===== src/rtl/spi_master_ctrl_if.sv =====
// Command/response bus between a command source and the SPI master.
// master modport: command source side; slave modport: the SPI master block.
interface spi_master_ctrl_if #(
  parameter int P_DATA_WIDTH = 8,
  parameter int P_CS_NUM     = 4
);
  logic                      tx_valid;
  logic [P_DATA_WIDTH-1:0]   tx_data;
  logic [$clog2(P_CS_NUM):0] cs_sel;
  logic                      cpol;
  logic                      cpha;
  logic                      lsb_first;
  logic                      tx_ready;
  logic                      rx_valid;
  logic [P_DATA_WIDTH-1:0]   rx_data;
  logic                      busy;

  modport master (
    output tx_valid, tx_data, cs_sel, cpol, cpha, lsb_first,
    input  tx_ready, rx_valid, rx_data, busy
  );

  modport slave (
    input  tx_valid, tx_data, cs_sel, cpol, cpha, lsb_first,
    output tx_ready, rx_valid, rx_data, busy
  );
endinterface


===== src/rtl/spi_master_ctrl.sv =====
// Full-duplex SPI master: 4 CPOL/CPHA modes, MSB/LSB order, multiple chip selects.
// Latency: handshake to rx_valid = P_CLK_DIV*(2*P_DATA_WIDTH+2) clk_100 cycles.
// Backpressure: tx_ready low while a transfer or CS gap runs; commands offered then are dropped.
module spi_master_ctrl #(
  parameter int P_DATA_WIDTH = 8,
  parameter int P_CS_NUM     = 4,
  parameter int P_CLK_DIV    = 4,
  parameter int P_CS_POLAR   = 0
) (
  input  logic                clk_100,
  input  logic                a_rst,
  input  logic                s_rst,
  spi_master_ctrl_if.slave    cmd,
  output logic                SCK,
  output logic [P_CS_NUM-1:0] CS,
  output logic                MOSI,
  input  logic                MISO
);
  localparam int W   = P_DATA_WIDTH;
  localparam int CSW = $clog2(P_CS_NUM) + 1;
  localparam int DW  = $clog2(P_CLK_DIV) + 1;
  localparam int EW  = $clog2(2 * P_DATA_WIDTH) + 1;

  localparam logic                CS_ACT   = (P_CS_POLAR != 0);
  localparam logic [P_CS_NUM-1:0] CS_IDLE  = {P_CS_NUM{~CS_ACT}};
  localparam logic [DW-1:0]       DIV_LAST = DW'(P_CLK_DIV - 1);
  localparam logic [EW-1:0]       EDGES    = EW'(2 * P_DATA_WIDTH);
  localparam logic [EW-1:0]       EDGE_PEN = EW'(2 * P_DATA_WIDTH - 1);

  typedef enum logic [2:0] {IDLE, SETUP, SHIFT, HOLD, GAP} state_t;

  state_t                state_q, state_n;
  logic [DW-1:0]         div_q, div_n;
  logic [EW-1:0]         edge_q, edge_n;
  logic [W-1:0]          tx_sh_q, tx_sh_n;
  logic [W-1:0]          rx_sh_q, rx_sh_n;
  logic                  cpol_q, cpol_n;
  logic                  cpha_q, cpha_n;
  logic                  lsb_q, lsb_n;
  logic                  sck_q, sck_n;
  logic [P_CS_NUM-1:0]   cs_q, cs_n;
  logic                  mosi_q, mosi_n;
  logic                  ready_q, ready_n;
  logic                  busy_q, busy_n;
  logic                  rxv_q, rxv_n;
  logic [W-1:0]          rxd_q, rxd_n;

  logic tick, start, drive, sample;

  assign SCK          = sck_q;
  assign CS           = cs_q;
  assign MOSI         = mosi_q;
  assign cmd.tx_ready = ready_q;
  assign cmd.busy     = busy_q;
  assign cmd.rx_valid = rxv_q;
  assign cmd.rx_data  = rxd_q;

  // State and datapath registers; everything visible outside comes straight from here.
  always_ff @(posedge clk_100 or posedge a_rst) begin
    if (a_rst) begin
      state_q <= IDLE;
      div_q   <= '0;
      edge_q  <= '0;
      tx_sh_q <= '0;
      rx_sh_q <= '0;
      cpol_q  <= 1'b0;
      cpha_q  <= 1'b0;
      lsb_q   <= 1'b0;
      sck_q   <= 1'b0;
      cs_q    <= CS_IDLE;
      mosi_q  <= 1'b0;
      ready_q <= 1'b1;
      busy_q  <= 1'b0;
      rxv_q   <= 1'b0;
      rxd_q   <= '0;
    end else begin
      state_q <= state_n;
      div_q   <= div_n;
      edge_q  <= edge_n;
      tx_sh_q <= tx_sh_n;
      rx_sh_q <= rx_sh_n;
      cpol_q  <= cpol_n;
      cpha_q  <= cpha_n;
      lsb_q   <= lsb_n;
      sck_q   <= sck_n;
      cs_q    <= cs_n;
      mosi_q  <= mosi_n;
      ready_q <= ready_n;
      busy_q  <= busy_n;
      rxv_q   <= rxv_n;
      rxd_q   <= rxd_n;
    end
  end

  // Next-state logic: phase timer, SCK edge sequencing, shift/sample and command accept.
  always_comb begin
    state_n = state_q;
    div_n   = div_q;
    edge_n  = edge_q;
    tx_sh_n = tx_sh_q;
    rx_sh_n = rx_sh_q;
    cpol_n  = cpol_q;
    cpha_n  = cpha_q;
    lsb_n   = lsb_q;
    sck_n   = sck_q;
    cs_n    = cs_q;
    mosi_n  = mosi_q;
    ready_n = ready_q;
    busy_n  = busy_q;
    rxv_n   = 1'b0;
    rxd_n   = rxd_q;
    drive   = 1'b0;
    sample  = 1'b0;
    tick    = (div_q == DIV_LAST);
    // tx_ready is only high in IDLE or the last GAP cycle, so this is the handshake
    start   = cmd.tx_valid && ready_q && (state_q == IDLE || state_q == GAP);

    case (state_q)
      IDLE: ;
      SETUP: begin
        div_n = div_q + DW'(1);
        if (tick) begin
          // first leading edge
          div_n   = '0;
          sck_n   = ~sck_q;
          edge_n  = EW'(1);
          state_n = SHIFT;
          if (cpha_q) drive = 1'b1;
          else        sample = 1'b1;
        end
      end
      SHIFT: begin
        div_n = div_q + DW'(1);
        if (tick) begin
          div_n = '0;
          if (edge_q == EDGES) begin
            // SCK has rested at cpol for one half-period after the final edge
            state_n = HOLD;
          end else begin
            sck_n  = ~sck_q;
            edge_n = edge_q + EW'(1);
            // edge being produced is edge_q+1: odd numbers are leading edges
            if (!edge_q[0]) begin
              if (cpha_q) drive = 1'b1;
              else        sample = 1'b1;
            end else begin
              if (cpha_q)                 sample = 1'b1;
              else if (edge_q != EDGE_PEN) drive = 1'b1;
            end
          end
        end
      end
      HOLD: begin
        div_n = div_q + DW'(1);
        if (tick) begin
          div_n   = '0;
          cs_n    = CS_IDLE;
          mosi_n  = 1'b0;
          rxd_n   = rx_sh_q;
          rxv_n   = 1'b1;
          state_n = GAP;
          if (P_CLK_DIV == 1) begin
            ready_n = 1'b1;
            busy_n  = 1'b0;
          end
        end
      end
      GAP: begin
        div_n = div_q + DW'(1);
        // open tx_ready one cycle early so a handshake lands exactly at gap end
        if (P_CLK_DIV > 1 && div_q == DW'(P_CLK_DIV - 2)) begin
          ready_n = 1'b1;
          busy_n  = 1'b0;
        end
        if (tick) begin
          div_n   = '0;
          state_n = IDLE;
        end
      end
      default: state_n = IDLE;
    endcase

    if (drive) begin
      mosi_n  = lsb_q ? tx_sh_q[0] : tx_sh_q[W-1];
      tx_sh_n = lsb_q ? (tx_sh_q >> 1) : (tx_sh_q << 1);
    end
    if (sample) begin
      rx_sh_n = lsb_q ? {MISO, rx_sh_q[W-1:1]} : {rx_sh_q[W-2:0], MISO};
    end

    if (start) begin
      tx_sh_n = cmd.tx_data;
      rx_sh_n = '0;
      cpol_n  = cmd.cpol;
      cpha_n  = cmd.cpha;
      lsb_n   = cmd.lsb_first;
      sck_n   = cmd.cpol;
      cs_n    = CS_IDLE;
      for (int i = 0; i < P_CS_NUM; i++) begin
        if (cmd.cs_sel == CSW'(i)) cs_n[i] = CS_ACT;
      end
      ready_n = 1'b0;
      busy_n  = 1'b1;
      div_n   = '0;
      edge_n  = '0;
      state_n = SETUP;
      if (!cmd.cpha) begin
        mosi_n  = cmd.lsb_first ? cmd.tx_data[0] : cmd.tx_data[W-1];
        tx_sh_n = cmd.lsb_first ? (cmd.tx_data >> 1) : (cmd.tx_data << 1);
      end
    end

    if (s_rst) begin
      state_n = IDLE;
      div_n   = '0;
      edge_n  = '0;
      tx_sh_n = '0;
      rx_sh_n = '0;
      cpol_n  = 1'b0;
      cpha_n  = 1'b0;
      lsb_n   = 1'b0;
      sck_n   = 1'b0;
      cs_n    = CS_IDLE;
      mosi_n  = 1'b0;
      ready_n = 1'b1;
      busy_n  = 1'b0;
      rxv_n   = 1'b0;
      rxd_n   = '0;
    end
  end
endmodule


===== src/flat_wrapper.sv =====
// flat-port wrapper written by rule: the top's interface ports become plain ports
module spi_master_ctrl_flat 
#(
  parameter int P_DATA_WIDTH = 8,
  parameter int P_CS_NUM     = 4,
  parameter int P_CLK_DIV    = 4,
  parameter int P_CS_POLAR   = 0
)
  (clk_100, a_rst, s_rst, SCK, CS, MOSI, MISO, cmd_tx_valid, cmd_tx_data, cmd_cs_sel, cmd_cpol, cmd_cpha, cmd_lsb_first, cmd_tx_ready, cmd_rx_valid, cmd_rx_data, cmd_busy);
  spi_master_ctrl_if #(.P_DATA_WIDTH(P_DATA_WIDTH), .P_CS_NUM(P_CS_NUM)) cmd_i ();
  input  logic clk_100;
  input  logic a_rst;
  input  logic s_rst;
  output logic SCK;
  output logic [P_CS_NUM-1:0] CS;
  output logic MOSI;
  input  logic MISO;
  input wire logic [$bits(cmd_i.tx_valid)-1:0] cmd_tx_valid;
  input wire logic [$bits(cmd_i.tx_data)-1:0] cmd_tx_data;
  input wire logic [$bits(cmd_i.cs_sel)-1:0] cmd_cs_sel;
  input wire logic [$bits(cmd_i.cpol)-1:0] cmd_cpol;
  input wire logic [$bits(cmd_i.cpha)-1:0] cmd_cpha;
  input wire logic [$bits(cmd_i.lsb_first)-1:0] cmd_lsb_first;
  output wire logic [$bits(cmd_i.tx_ready)-1:0] cmd_tx_ready;
  output wire logic [$bits(cmd_i.rx_valid)-1:0] cmd_rx_valid;
  output wire logic [$bits(cmd_i.rx_data)-1:0] cmd_rx_data;
  output wire logic [$bits(cmd_i.busy)-1:0] cmd_busy;
  assign cmd_i.tx_valid = cmd_tx_valid;
  assign cmd_i.tx_data = cmd_tx_data;
  assign cmd_i.cs_sel = cmd_cs_sel;
  assign cmd_i.cpol = cmd_cpol;
  assign cmd_i.cpha = cmd_cpha;
  assign cmd_i.lsb_first = cmd_lsb_first;
  assign cmd_tx_ready = cmd_i.tx_ready;
  assign cmd_rx_valid = cmd_i.rx_valid;
  assign cmd_rx_data = cmd_i.rx_data;
  assign cmd_busy = cmd_i.busy;
  spi_master_ctrl #(.P_DATA_WIDTH(P_DATA_WIDTH), .P_CS_NUM(P_CS_NUM), .P_CLK_DIV(P_CLK_DIV), .P_CS_POLAR(P_CS_POLAR)) u_core (.clk_100(clk_100), .a_rst(a_rst), .s_rst(s_rst), .cmd(cmd_i), .SCK(SCK), .CS(CS), .MOSI(MOSI), .MISO(MISO));
endmodule

===== config.mk =====
export PLATFORM = sky130hd
export DESIGN_NAME = spi_master_ctrl_flat
export DESIGN_NICKNAME = d
export VERILOG_FILES = /design/src/rtl/spi_master_ctrl_if.sv /design/src/rtl/spi_master_ctrl.sv /design/src/flat_wrapper.sv
export SDC_FILE = /design/constraint.sdc
export NUM_CORES = 1
export LEC_CHECK = 0
export BUFFER_PORTS_ARGS = -buffer_cell sky130_fd_sc_hd__buf_2
export CAP_MARGIN = 20
export CORE_ASPECT_RATIO = 0.9
export CORE_MARGIN = 3
export CORE_UTILIZATION = 35
export DETAILED_ROUTE_END_ITERATION = 12
export PLACE_DENSITY = 0.57
export SLEW_MARGIN = 30
export SYNTH_ARGS = -nofsm -noshare
export SYNTH_HDL_FRONTEND = slang
export SYNTH_SLANG_ARGS = --single-unit

===== constraint.sdc =====
create_clock -name clk_100 -period 5.53 [get_ports clk_100]
set_input_delay 1.3825 -clock clk_100 [delete_from_list [all_inputs] [get_ports clk_100]]
set_output_delay 1.3825 -clock clk_100 [all_outputs]
set_load 0.1 [all_outputs]

* Word level (Yosys, flattened, before mapping)
Index checks and enable logic that the tools add are counted.
Widths: inputs -> output; s select.
** Operators by class
- $add $sub $neg :: 2
- Eq/ne operators :: 18
- Multiplexer cells :: 82
- Bitwise gates (word level) :: 1
- Reduce and logical (&&, ||, !) cells :: 22
** Operators by type and width (count)
- $mux 8 :: 13
- $mux 1 :: 44
- $mux 3 :: 11
- $mux 5 :: 5
- $reduce_bool 3->1 :: 7
- $ne 4x2->1 const B :: 5
- $eq 3x2->1 const B :: 6
- $mux 4 :: 4
- $pmux 3 s5 :: 1
- $pmux 5 s2 :: 1
- $eq 3x1->1 const B :: 2
- $logic_not 3->1 :: 2
- $pmux 1 s2 :: 3
- $reduce_and 2->1 :: 3
- $reduce_and 6->1 :: 1
- $reduce_bool 2->1 :: 3
- $add 5x1->5 const B :: 1
- $eq 5x5->1 const B :: 1
- $ne 5x4->1 const B :: 1
- $ne 4x3->1 const B :: 1
- $reduce_and 4->1 :: 1
- $reduce_bool 4->1 :: 1
- $reduce_or 4->1 :: 1
- $add 3x1->3 const B :: 1
- 5 further kinds :: 6
** Storage, ports and cells
- Flip-flop bits (word level) :: 46
- Input port bits :: 19
- Output and inout port bits :: 17
- Word-level logic and storage cells :: 139

* Logic depth before layout (Yosys ltp)
- Depth in word-level cells :: 11
- Mapped depth :: 9
- Depth with buffers taken out :: 8

* Least setup slack after synthesis
Ideal clock, no wire load.
- Kind :: input-to-reg
- From :: in cmd_tx_valid
- To :: reg u_core.edge_q[3]
- Setup time :: 0.069 ns
- Data arrival time :: 2.430 ns
- Required time :: 5.461 ns
- Setup slack :: 3.031 ns
- Stages on the path :: 7
- Path buffers :: 2
- Cells stage by stage :: nand4bb_1 > buf_2 > nand2b_2 > buf_6 > a21oi_2 > or4_1 > nand3_1
** Between the ends
- Cells in the longest elaborated chain, start to end :: 4
- Elaborated cells on any way between the ends :: 9
- Classes of those cells :: eq/ne (3); mux (2); reduce/logical (4)
** RTL lines
- start: declaration :: line flat_wrapper.sv:18 : input wire logic [$bits(cmd_i.tx_valid)-1:0] cmd_tx_valid;
- $logic_and 1x1->1 * (2 in series) :: line spi_master_ctrl.sv:116 : start = cmd.tx_valid && ready_q && (state_q == IDLE || state_q == GAP);
- $ne 4x2->1 (no line), or another cell as far along
- $reduce_and 4->1 (no line) or $mux 5 (tied branches)
- end signal: assignment :: line spi_master_ctrl.sv:79 : edge_q <= edge_n;
- end: declaration :: line spi_master_ctrl.sv:34 : logic [EW-1:0] edge_q, edge_n;
Every way passes the cells marked *; elsewhere a longest branch is shown, timed or not.
A chain may end at the register's enable or synchronous reset.

* Worst setup path after layout
- From :: in s_rst
- To :: reg u_core.edge_q[3]
** Between the ends
- Cells in the longest elaborated chain, start to end :: 2
- Elaborated cells on any way between the ends :: 6
- Classes of those cells :: eq/ne (3); mux (1); reduce/logical (2)
** RTL lines
- start: declaration :: line flat_wrapper.sv:13 : input logic s_rst;
- $ne 4x2->1 (no line), or another cell as far along
- $reduce_and 4->1 (no line)
Several ways; a longest one is shown, not always the timed one.

==> results.md <==
* Setup ws final at 2.71 ns
* Post-synthesis register bit count at 46
* Remaining DRCs at 0
* Fin area at 2950 sq um
* Die area at 8660 sq um
* H-tree levels at 2
* DRT antenna net count at 0
* Overall Power at 727 uW
* Diodes inserted at 0
* # port buffers at 35
* Worst Path Arrival at 3.06 ns
* Post_cts resized at 0
* DP Area at 2860 sq um
* TritonCTS clock tree: done
* Maximum vdd drop at 0.0000860 V
* Critical path class: input pin to flip-flop
* Share of post-route cells with drive strength above 1 at 23.1%
* Core area at 7180 sq um
* Actual slew at the worst max-slew pin at 0.767 ns
* DR vias at 1971
* I/O Pins at 36
* Worst-path cell chain: buf_2 -> nand2b_2 -> a21oi_2 -> or4_1 -> nand3_1
* Syn Area/Cell at 9.86 sq um
* Clock Latency Late Sink at 0.30 ns
* Grt total ovfl at 0
* Unrepaired setup endpoints after global routing: no
* Initial core utilization at 36.9%
* Vias in the first global route at 1896
* Largest net degree at the start of global routing at 47
* Final setup vio count at 0
* Area Overhead vs Synth at 11.2%
* Max transition margin at 48.9%
* Primary FF master, synth: dfrtp_1
* Cts hold-fix bufs at 0
* Post-synth cell types at 49
* Row count at 29
* Pwr/cell area at 246 nW/um^2
* Crit path required time at 5.77 ns
* Clock period minus worst slack at 2.82 ns
* Hold Vio Cnt, Final at 0
* Largest cells by area after synthesis: dfrtp_1 (39%), mux2i_1 (8.7%), dfstp_2 (5.0%), nand2_1 (4.8%), a211oi_1 (4.2%)
* Outcome: complete, no violations
* Pleak at 0.00134 uW
* Setup TNS Final at 0 ns
* Drt wl/cell at 14.0 um
* Final GP Congestion at 0.762
* GR Util All Layers at 12.9%
* CP Capture Type: flip-flop
* Die width at 97.7 um
* WP buf/inv at 1
* Post-DP HPWL at 3840 um
* Antenna violations before repair at 0
* Clk slew on worst S/H paths at 0.09 ns
* Crit path launch type: input pin
* Maximum fanout along the worst path at 29
* Asr flop ratio synth at 100%
* TritonRoute pass-1 iters at 4
* Root Buffer: clkbuf_8
* Postcts setup bufs at 0
* Cells after Synth at 269
* TritonCTS Buffers at 5
* Initial DRC Count at 46
* CP max stage cell: or4_1
* Final Util at 41.0%
* Leading area contributor after synthesis: dfrtp_1
* Ys Warns at 0
* First-pass GRT wire length at 9050 um
* Net Count, Synth at 293
* Yosys top cell area share at 38.7%
* Hold Crit Class: flip-flop to flip-flop
* Pre-CTS WS at 2.36 ns
* Nets@finish at 317
* EDFF count, synth at 0
* Worst path max stage delay at 0.55 ns
* Die Ht at 88.6 um
* Final Max Slew Viols at 0
* Seq/Total Area, Yosys at 43.7%
* Maximum Capacitance Violations at 0
* Clock Tree Buf Depth at 2
* Period utilization at 51.0%
* Worst clock skew at 0.00616 ns
* Area of the mapped netlist at 2650 sq um
* Final wirelength at 5400 um
* Drt via density at 5.09
* Clk sinks at 46
* Largest delay share family, worst path: simple AND/OR/NAND/NOR gates
* F_max at 355 MHz
## registers in the layout, indices dropped and copies added (netlist names)
signal and count:
u_core.CS 4, u_core.MOSI 1, u_core.SCK 1, u_core.cmd.busy 1
u_core.cmd.rx_data 8, u_core.cmd.rx_valid 1, u_core.cmd.tx_ready 1, u_core.cpha_q 1
u_core.div_q 3, u_core.edge_q 5, u_core.lsb_q 1, u_core.rx_sh_q 8
u_core.state_q 3, u_core.tx_sh_q 8
## final timing paths
check | start | slack [ns] | endpoint | depth (start not counted)
hold reg to reg | u_core.SCK | 0.49 | u_core.SCK | 1
setup reg to reg | u_core.edge_q[0] | 3.11 | u_core.MOSI | 8
setup / recovery | s_rst | 2.71 | u_core.edge_q[3] | 5
max in group asynchronous | a_rst | 4.00 | u_core.tx_sh_q[2] | 2
hold / removal | u_core.SCK | 0.49 | u_core.SCK | 1
min in group asynchronous | a_rst | 1.14 | u_core.cmd.rx_data[4] | 2
## layout by cell type (no fill, tap or decap), types with 3 or more instances in the layout
| master | synthesis | layout |
|---|---|---|
| dfstp_2 | 5 | 5 |
| mux2_2 | 8 | 8 |
| nand3_1 | 4 | 4 |
| inv_1 | 10 | 9 |
| nand2b_1 | 5 | 5 |
| a21oi_1 | 18 | 18 |
| buf_2 | 7 | 35 |
| a211oi_1 | 15 | 15 |
| nand2_1 | 34 | 34 |
| mux2i_1 | 23 | 23 |
| ha_1 | 5 | 5 |
| nor3_1 | 3 | 3 |
| nor2_1 | 27 | 27 |
| clkbuf_8 | 0 | 5 |
| o21ai_1 | 5 | 5 |
| dfrtp_1 | 41 | 41 |
| mux2_1 | 9 | 9 |
## per-stage QoR
step | instances | hold slack [ns]
2_1_floorplan | 269 | 0.463
5_1_grt | 387 | 0.503
4_1_cts | 387 | 0.495
6_report | 387 | 0.494
3_5_place_dp | 379 | 0.476
3_3_place_gp | 379 | 0.471
## cell families (layout without fill, tap and decap cells)
logic type      count (synthesis)  in the layout  share of synthesized area (%)
compound gates                 55             55                           15.0
xor+xnor                        2              2                          0.661
fa+ha+maj                       5              5                           2.36
buf+inv                        29             54                           5.00
flops                          46             46                           43.7
mux                            40             40                           15.9
simple gates                   92             92                           17.5
## routing by layer
metal | GRT usage [%] | share of wire (%) | vias to the layer above
li1 | - | - | 994
met4 | 3.77 | 1.4 | 0
met2 | 22.2 | 48 | 14
met3 | 2.92 | 2.1 | 7
met1 | 16.6 | 48 | 956
met5 | 0 | 0 | -
## synthesized netlist by cell type, types with 3 or more instances
cell type / number
a211oi_1: 15
a21oi_1: 18
buf_2: 7
clkbuf_1: 9
dfrtp_1: 41
dfstp_2: 5
ha_1: 5
inv_1: 10
mux2_1: 9
mux2_2: 8
mux2i_1: 23
nand2_1: 34
nand2b_1: 5
nand3_1: 4
nor2_1: 27
nor3_1: 3
o21ai_1: 5
## worst reg2reg max path, cell delays in order, from the launching register on
cell     delay (ns)
dfrtp_1        0.47
ha_1           0.27
and3_1         0.19
ha_1           0.19
or3b_1         0.35
a21oi_1        0.15
o311a_1        0.25
mux2_1         0.35
o32ai_1        0.11
## layout make-up
cell class / count / area, sq um
fill: 729 / 4240
multi-input combinational: 194 / 1360
sequential: 46 / 1160
timing repair buffer: 36 / 183
tap: 93 / 116
clock buffer: 5 / 68.8
inverter: 10 / 40.0
clock inverter: 3 / 21.3
## where the power goes
group | internal [uW] | switching, uW
clock | 88.9 | 119
sequential | 355 | 20.4
combinational | 47.4 | 95.5
total | 491 | 235
Note: power is estimated with default switching activity, not from simulation.
